## src/rtl/immgen.sv

```systemverilog
// -----------------------------------------------------------------------------
// immgen -- RV32I immediate generator for the decode stage.
//
// The opcode field selects the encoding format (I, load, JALR, S, B, U, J). The
// matching sign-extended 32-bit immediate is assembled and then registered, so
// the result appears one cycle after the instruction is presented. A valid
// flag tells the operand-select logic whether the registered instruction
// actually carries an immediate.
//
// Ports:
//   clk_i        in   1   system clock, rising-edge active
//   rst_i        in   1   synchronous reset, active-high, wins over the sample
//   instr_i      in  32   instruction word to decode
//   imm_o        out 32   registered immediate (zero when not applicable)
//   imm_valid_o  out  1   registered flag, 1 when imm_o belongs to an
//                         immediate-carrying opcode
// -----------------------------------------------------------------------------
module immgen (
   input  logic        clk_i,
   input  logic        rst_i,
   input  logic [31:0] instr_i,
   output logic [31:0] imm_o,
   output logic        imm_valid_o
);

   localparam logic [6:0] OP_IMM    = 7'b0010011;
   localparam logic [6:0] OP_LOAD   = 7'b0000011;
   localparam logic [6:0] OP_JALR   = 7'b1100111;
   localparam logic [6:0] OP_STORE  = 7'b0100011;
   localparam logic [6:0] OP_BRANCH = 7'b1100011;
   localparam logic [6:0] OP_LUI    = 7'b0110111;
   localparam logic [6:0] OP_AUIPC  = 7'b0010111;
   localparam logic [6:0] OP_JAL    = 7'b1101111;

   localparam logic [2:0] F3_SLL    = 3'b001;
   localparam logic [2:0] F3_SRX    = 3'b101;

   // I-format: 12-bit field in [31:20], sign-extended.
   function automatic logic [31:0] imm_i_f(input logic [31:0] ins);
      return {{20{ins[31]}}, ins[31:20]};
   endfunction

   // Shift-immediate: only the 5-bit shamt counts; funct7 (e.g. the SRAI bit)
   // must not leak into the immediate.
   function automatic logic [31:0] imm_shamt_f(input logic [31:0] ins);
      return {27'd0, ins[24:20]};
   endfunction

   // S-format: immediate split across [31:25] and [11:7].
   function automatic logic [31:0] imm_s_f(input logic [31:0] ins);
      return {{20{ins[31]}}, ins[31:25], ins[11:7]};
   endfunction

   // B-format: halfword offset, bit 0 forced to zero.
   function automatic logic [31:0] imm_b_f(input logic [31:0] ins);
      return {{19{ins[31]}}, ins[31], ins[7], ins[30:25], ins[11:8], 1'b0};
   endfunction

   // U-format: upper 20 bits, low 12 bits zero.
   function automatic logic [31:0] imm_u_f(input logic [31:0] ins);
      return {ins[31:12], 12'h000};
   endfunction

   // J-format: 21-bit halfword offset, bit 0 forced to zero.
   function automatic logic [31:0] imm_j_f(input logic [31:0] ins);
      return {{11{ins[31]}}, ins[31], ins[19:12], ins[20], ins[30:21], 1'b0};
   endfunction

   logic [31:0] imm_d;
   logic        valid_d;
   logic [31:0] imm_q;
   logic        valid_q;

   // Format decode and immediate assembly for the incoming instruction.
   always_comb begin
      imm_d   = 32'h0000_0000;
      valid_d = 1'b0;
      case (instr_i[6:0])
         OP_IMM: begin
            valid_d = 1'b1;
            if ((instr_i[14:12] == F3_SLL) || (instr_i[14:12] == F3_SRX)) begin
               imm_d = imm_shamt_f(instr_i);
            end else begin
               imm_d = imm_i_f(instr_i);
            end
         end
         OP_LOAD, OP_JALR: begin
            valid_d = 1'b1;
            imm_d   = imm_i_f(instr_i);
         end
         OP_STORE: begin
            valid_d = 1'b1;
            imm_d   = imm_s_f(instr_i);
         end
         OP_BRANCH: begin
            valid_d = 1'b1;
            imm_d   = imm_b_f(instr_i);
         end
         OP_LUI, OP_AUIPC: begin
            valid_d = 1'b1;
            imm_d   = imm_u_f(instr_i);
         end
         OP_JAL: begin
            valid_d = 1'b1;
            imm_d   = imm_j_f(instr_i);
         end
         // R-type, FENCE, SYSTEM and every unassigned opcode: no immediate.
         default: begin
            imm_d   = 32'h0000_0000;
            valid_d = 1'b0;
         end
      endcase
   end

   // Output register; reset takes priority over the sample.
   always_ff @(posedge clk_i) begin
      if (rst_i) begin
         imm_q   <= 32'h0000_0000;
         valid_q <= 1'b0;
      end else begin
         imm_q   <= imm_d;
         valid_q <= valid_d;
      end
   end

   assign imm_o       = imm_q;
   assign imm_valid_o = valid_q;

endmodule

```

## config.mk

```make
export PLATFORM = sky130hd
export DESIGN_NAME = immgen
export DESIGN_NICKNAME = d
export VERILOG_FILES = /design/src/rtl/immgen.sv
export SDC_FILE = /design/constraint.sdc
export NUM_CORES = 1
export LEC_CHECK = 0
export ABC_AREA = 1
export CAP_MARGIN = 20
export CELL_PAD_IN_SITES_DETAIL_PLACEMENT = 0
export CELL_PAD_IN_SITES_GLOBAL_PLACEMENT = 1
export CORE_MARGIN = 4
export CORE_UTILIZATION = 29
export CTS_CLUSTER_SIZE = 30
export DETAILED_ROUTE_END_ITERATION = 10
export GPL_ROUTABILITY_DRIVEN = 0
export PLACE_DENSITY_LB_ADDON = 0.1
export SYNTH_ARGS = -nofsm -noshare
export SYNTH_HDL_FRONTEND = slang
export SYNTH_SLANG_ARGS = --single-unit
```

## constraint.sdc

```tcl
create_clock -name clk_i -period 1.3 [get_ports clk_i]
set_clock_uncertainty 0.15 [all_clocks]
set_input_delay 0.13 -clock clk_i [delete_from_list [all_inputs] [get_ports clk_i]]
set_output_delay 0.13 -clock clk_i [all_outputs]
set_load 0.05 [all_outputs]
```

# After elaboration in Yosys (flattened, before gate mapping)
# Cells that the tools add are included.
# word_totals
out_inout_bits,33
reg_bits,33
# classes
mux,3
reduce_logical,4
eq_ne,10
# ops
op,count
32-bit one-hot mux with 6 select lines,1
32-bit two-way mux,1
7-bit equality test (second input constant),3
7-bit by 5-bit equality test with 1-bit output (second input constant),2
7-bit by 6-bit equality test with 1-bit output (second input constant),2
8-bit OR reduction,1
7-bit by 2-bit equality test with 1-bit output (second input constant),1
2-bit OR reduction,2
3-bit by 1-bit equality test with 1-bit output (second input constant),1
3-bit equality test (second input constant),1
1-bit logical OR,1
1-bit two-way mux,1

# Longest topological paths before layout
# depth
word_depth,4
depth_mapped,10

# Worst setup path before layout
# No wires, ideal clock.
# synth_timing
kind,input port to flip-flop
startpoint,in instr_i[4]
endpoint,reg imm_q[11] (netlist: imm_o[11])
t_required_ns,1.088
arrival_time_ns,0.960
cell_stages,9
setup_slack_ns,0.129
path_cell_list,inv_2 > nand2_1 > nor2_2 > buf_4 > buf_6 > nand3_1 > nand3_1 > nor2_1 > nor2_2
# synth_between
elab_chain_cells,3
# synth_rtl
item,line,rtl
start: declaration,21,"input logic [31:0] instr_i,"
"7-bit by 6-bit equality test with 1-bit output, or another cell as far along",78,case (instr_i[6:0])
2-bit OR reduction (on tied branches),-,
32-bit one-hot mux with 6 select lines (*),78,
end signal: assignment,121,imm_q <= imm_d;
end: declaration,71,logic [31:0] imm_q;
# Mark *: on every way between the ends. The rest lies on a longest branch, timed or not.
# A chain may end at the register's enable or synchronous reset.

# Worst setup path in the final report
# layout_timing
startpoint,in instr_i[1]
endpoint,reg imm_q[28] (netlist: imm_o[28])
# The elaborated chain is that of the path after synthesis.

==> summary.md <==
| Metric | Value |
|---|---|
| Vias in the first global route | 1940 |
| First DRT Iteration DRCs | 116 |
| Leakage power | 1.499 nW |
| Worst path arrival time | 1.27 ns |
| Die X | 84.80 µm |
| CTS tree | built |
| Cts bufs inserted | 5 |
| TritonCTS Sinks | 33 |
| CP Launch Type | input pin |
| Final setup violation count | 0 |
| Synth Register Bits | 33 |
| Routed WL | 5.459 mm |
| Fill cells | 539 |
| Crit-path max FO | 5 |
| Synth Area per Inst | 6.220 µm² |
| Die Height | 84.80 µm |
| Nets | 393 |
| Antenna cell count | 0 |
| Req. time, crit path | 1.37 ns |
| Slew Limit Fails | 0 |
| Vias | 1991 |
| Worst hold slack | 0.07903 ns |
| PwrDens | 765.6 nW/µm² |
| Post-synthesis cell area | 1710 µm² |
| Register area | 660.6 µm² |
| Rows | 27 |
| Slew margin rel. | 80.49% |
| Crit path kind | input pin to register |
| Starting Density | 30.50% |
| Root Driver | clkbuf_8 |
| Antenna Violating Nets Remaining | 0 |
| Post-DP HPWL | 3.970 mm |
| Fmax | 832.8 MHz |
| # IOs | 67 |
| Total GRT Usage | 15.81% |
| Worst Setup EP | imm_o[28] |
| Fin crit period | 1.201 ns |
| Drt wl/cell | 12.64 µm |
| Buffers on Ports | 66 |
| Worst VDD drop | 0.0004061 V |
| Max cap viols | 0 |
| Crit path launch | instr_i[1] |
| Largest net degree at the start of global routing | 21 |
| First-pass GRT wire length | 9.121 mm |
| H-tree depth | 2 |
| Status | complete, no violations |
| Final core occ | 56.51% |
| Area occupied by multi-input gates | 964.7 µm² |
| Synth cell types | 12 |
| Net Count, Synth | 309 |
| Gr ovfl total | 0 |
| Syn-to-layout area delta | 85.30% |
| Slew of the pin with the lowest slew margin | 0.2921 ns |
| Drt pass-1 iters | 5 |
| Hold Crit Class | input pin to register |
| Syn. warnings | 0 |
| CTS Buffer Depth | 2 |
| Core Box Area | 5608 µm² |
| CP endpoint kind | register |
| Final Hold Fails | 0 |
| DRC violations left | 0 |
| Via density per instance | 4.609 |
| Reg clk slew, reported paths | 0.07 ns |
| RSZ-0062 raised after global routing | no |
| Initial antenna violation count | 0 |
| Register area share after synthesis | 38.62% |
| Layout cells sized above 1 | 26.67% |
| Synth Instances | 275 |
| Die area | 7190 µm² |
| Post-route clock period utilization | 92.36% |
[metal layers]
| metal | wire length (µm) | vias up | global-route usage [%] |
|---|---|---|---|
| met5 | 0 | - | 0 |
| met4 | 38 | 0 | 3.022 |
| met3 | 383 | 5 | 4.612 |
| met2 | 2542 | 63 | 25.34 |
| met1 | 2495 | 885 | 21.20 |
| li1 | - | 1038 | - |
[worst max-delay path, stage by stage]
cell and delay [ns]:
clkdlybuf4s15_1 0.21, nand2_2 0.10, nor2_2 0.14, nand2_1 0.08, nand2_2 0.08, nand2_2 0.07, nand2_4 0.08, bufbuf_16 0.26
nor2_1 0.04, nor2_1 0.09
[synth_stat cells]
cell type  count  area [µm²]
buf_2          7       35.03
buf_4          4       30.03
buf_6          1       11.26
clkbuf_1       5       18.77
dfxtp_1       33       660.6
inv_1         15       56.30
inv_2          1       3.750
nand2_1       64       240.2
nand2_2        3       18.77
nand3_1       74       370.4
nor2_1        64       240.2
nor2_2         4       25.02
[layout by cell type, fill, tap and decap left out, drive strengths merged]
| master | Yosys | layout |
|---|---|---|
| dfxtp | 33 | 33 |
| clkdlybuf4s50 | 0 | 23 |
| bufinv | 0 | 1 |
| buf | 12 | 60 |
| clkdlybuf4s15 | 0 | 2 |
| nand2 | 67 | 67 |
| clkbuf | 5 | 12 |
| bufbuf | 0 | 1 |
| nor2 | 68 | 68 |
| inv | 16 | 16 |
| dlymetal6s2s | 0 | 3 |
| nand3 | 74 | 74 |
[registers in the layout, indices dropped and copies added (netlist names)]
signal,count
imm_o,32
imm_valid_o,1
[kinds of logic (layout without fill, tap and decap cells)]
kind of cell	after synthesis	count (layout)	share of synthesized area, %
buffers and inverters	33	118	9.070
DFF	33	33	38.62
and+or+nand+nor	209	209	52.30
[power by group]
group	total (W)	leakage (nW)	internal [W]	switching (W)
logic	0.000387	1.17	0.000187	0.000199
clock network	0.00101	0.0585	0.000625	0.000381
registers	0.00103	0.266	0.00102	0.0000103
total	0.00243	1.50	0.00184	0.000591
[through the flow]
stage	cells	instance area (µm²)	TNS [ns]	power [W]	setup slack, ns
final	432	3169	0	0.002427	0.09926
after global routing	432	3169	0	0.002528	0.006442
after CTS	431	3136	0	0.002461	0.02792
after detailed placement	417	2892	-14.40	0.001427	-0.4584
after global placement	417	2892	-14.63	0.001428	-0.4704
after floorplan	275	1710	0	0.001186	0.1286
[what timing repair did]
action,in CTS,in global routing
pin swaps,7,13
hold buffers,0,0
gates resized for setup,21,26
setup endpoints to repair,33,33
cloned,2,0
buffers inserted,5,1
[cell type report]
type                       instances  area share [%]
multi-input combinational        209           30.44
inverter                          16           1.895
tap                               72           2.842
clock buffer                       7           2.724
sequential                        33           20.84
clock inverter                     1          0.9475
timing repair buffer              94           40.31
[worst min path at each step]
stage                      startpoint         to  slack, ns  cells after the start
after global placement       imm_o[9]   imm_o[9]       0.43                      1
after global routing      instr_i[13]  imm_o[13]       0.13                      5
after floorplan           instr_i[20]   imm_o[0]       0.17                      4
after detailed placement    imm_o[23]  imm_o[23]       0.43                      1
final                     instr_i[12]  imm_o[12]       0.08                      5
after CTS                 instr_i[17]  imm_o[17]       0.36                      5
Power figures use the tool's default switching activity.
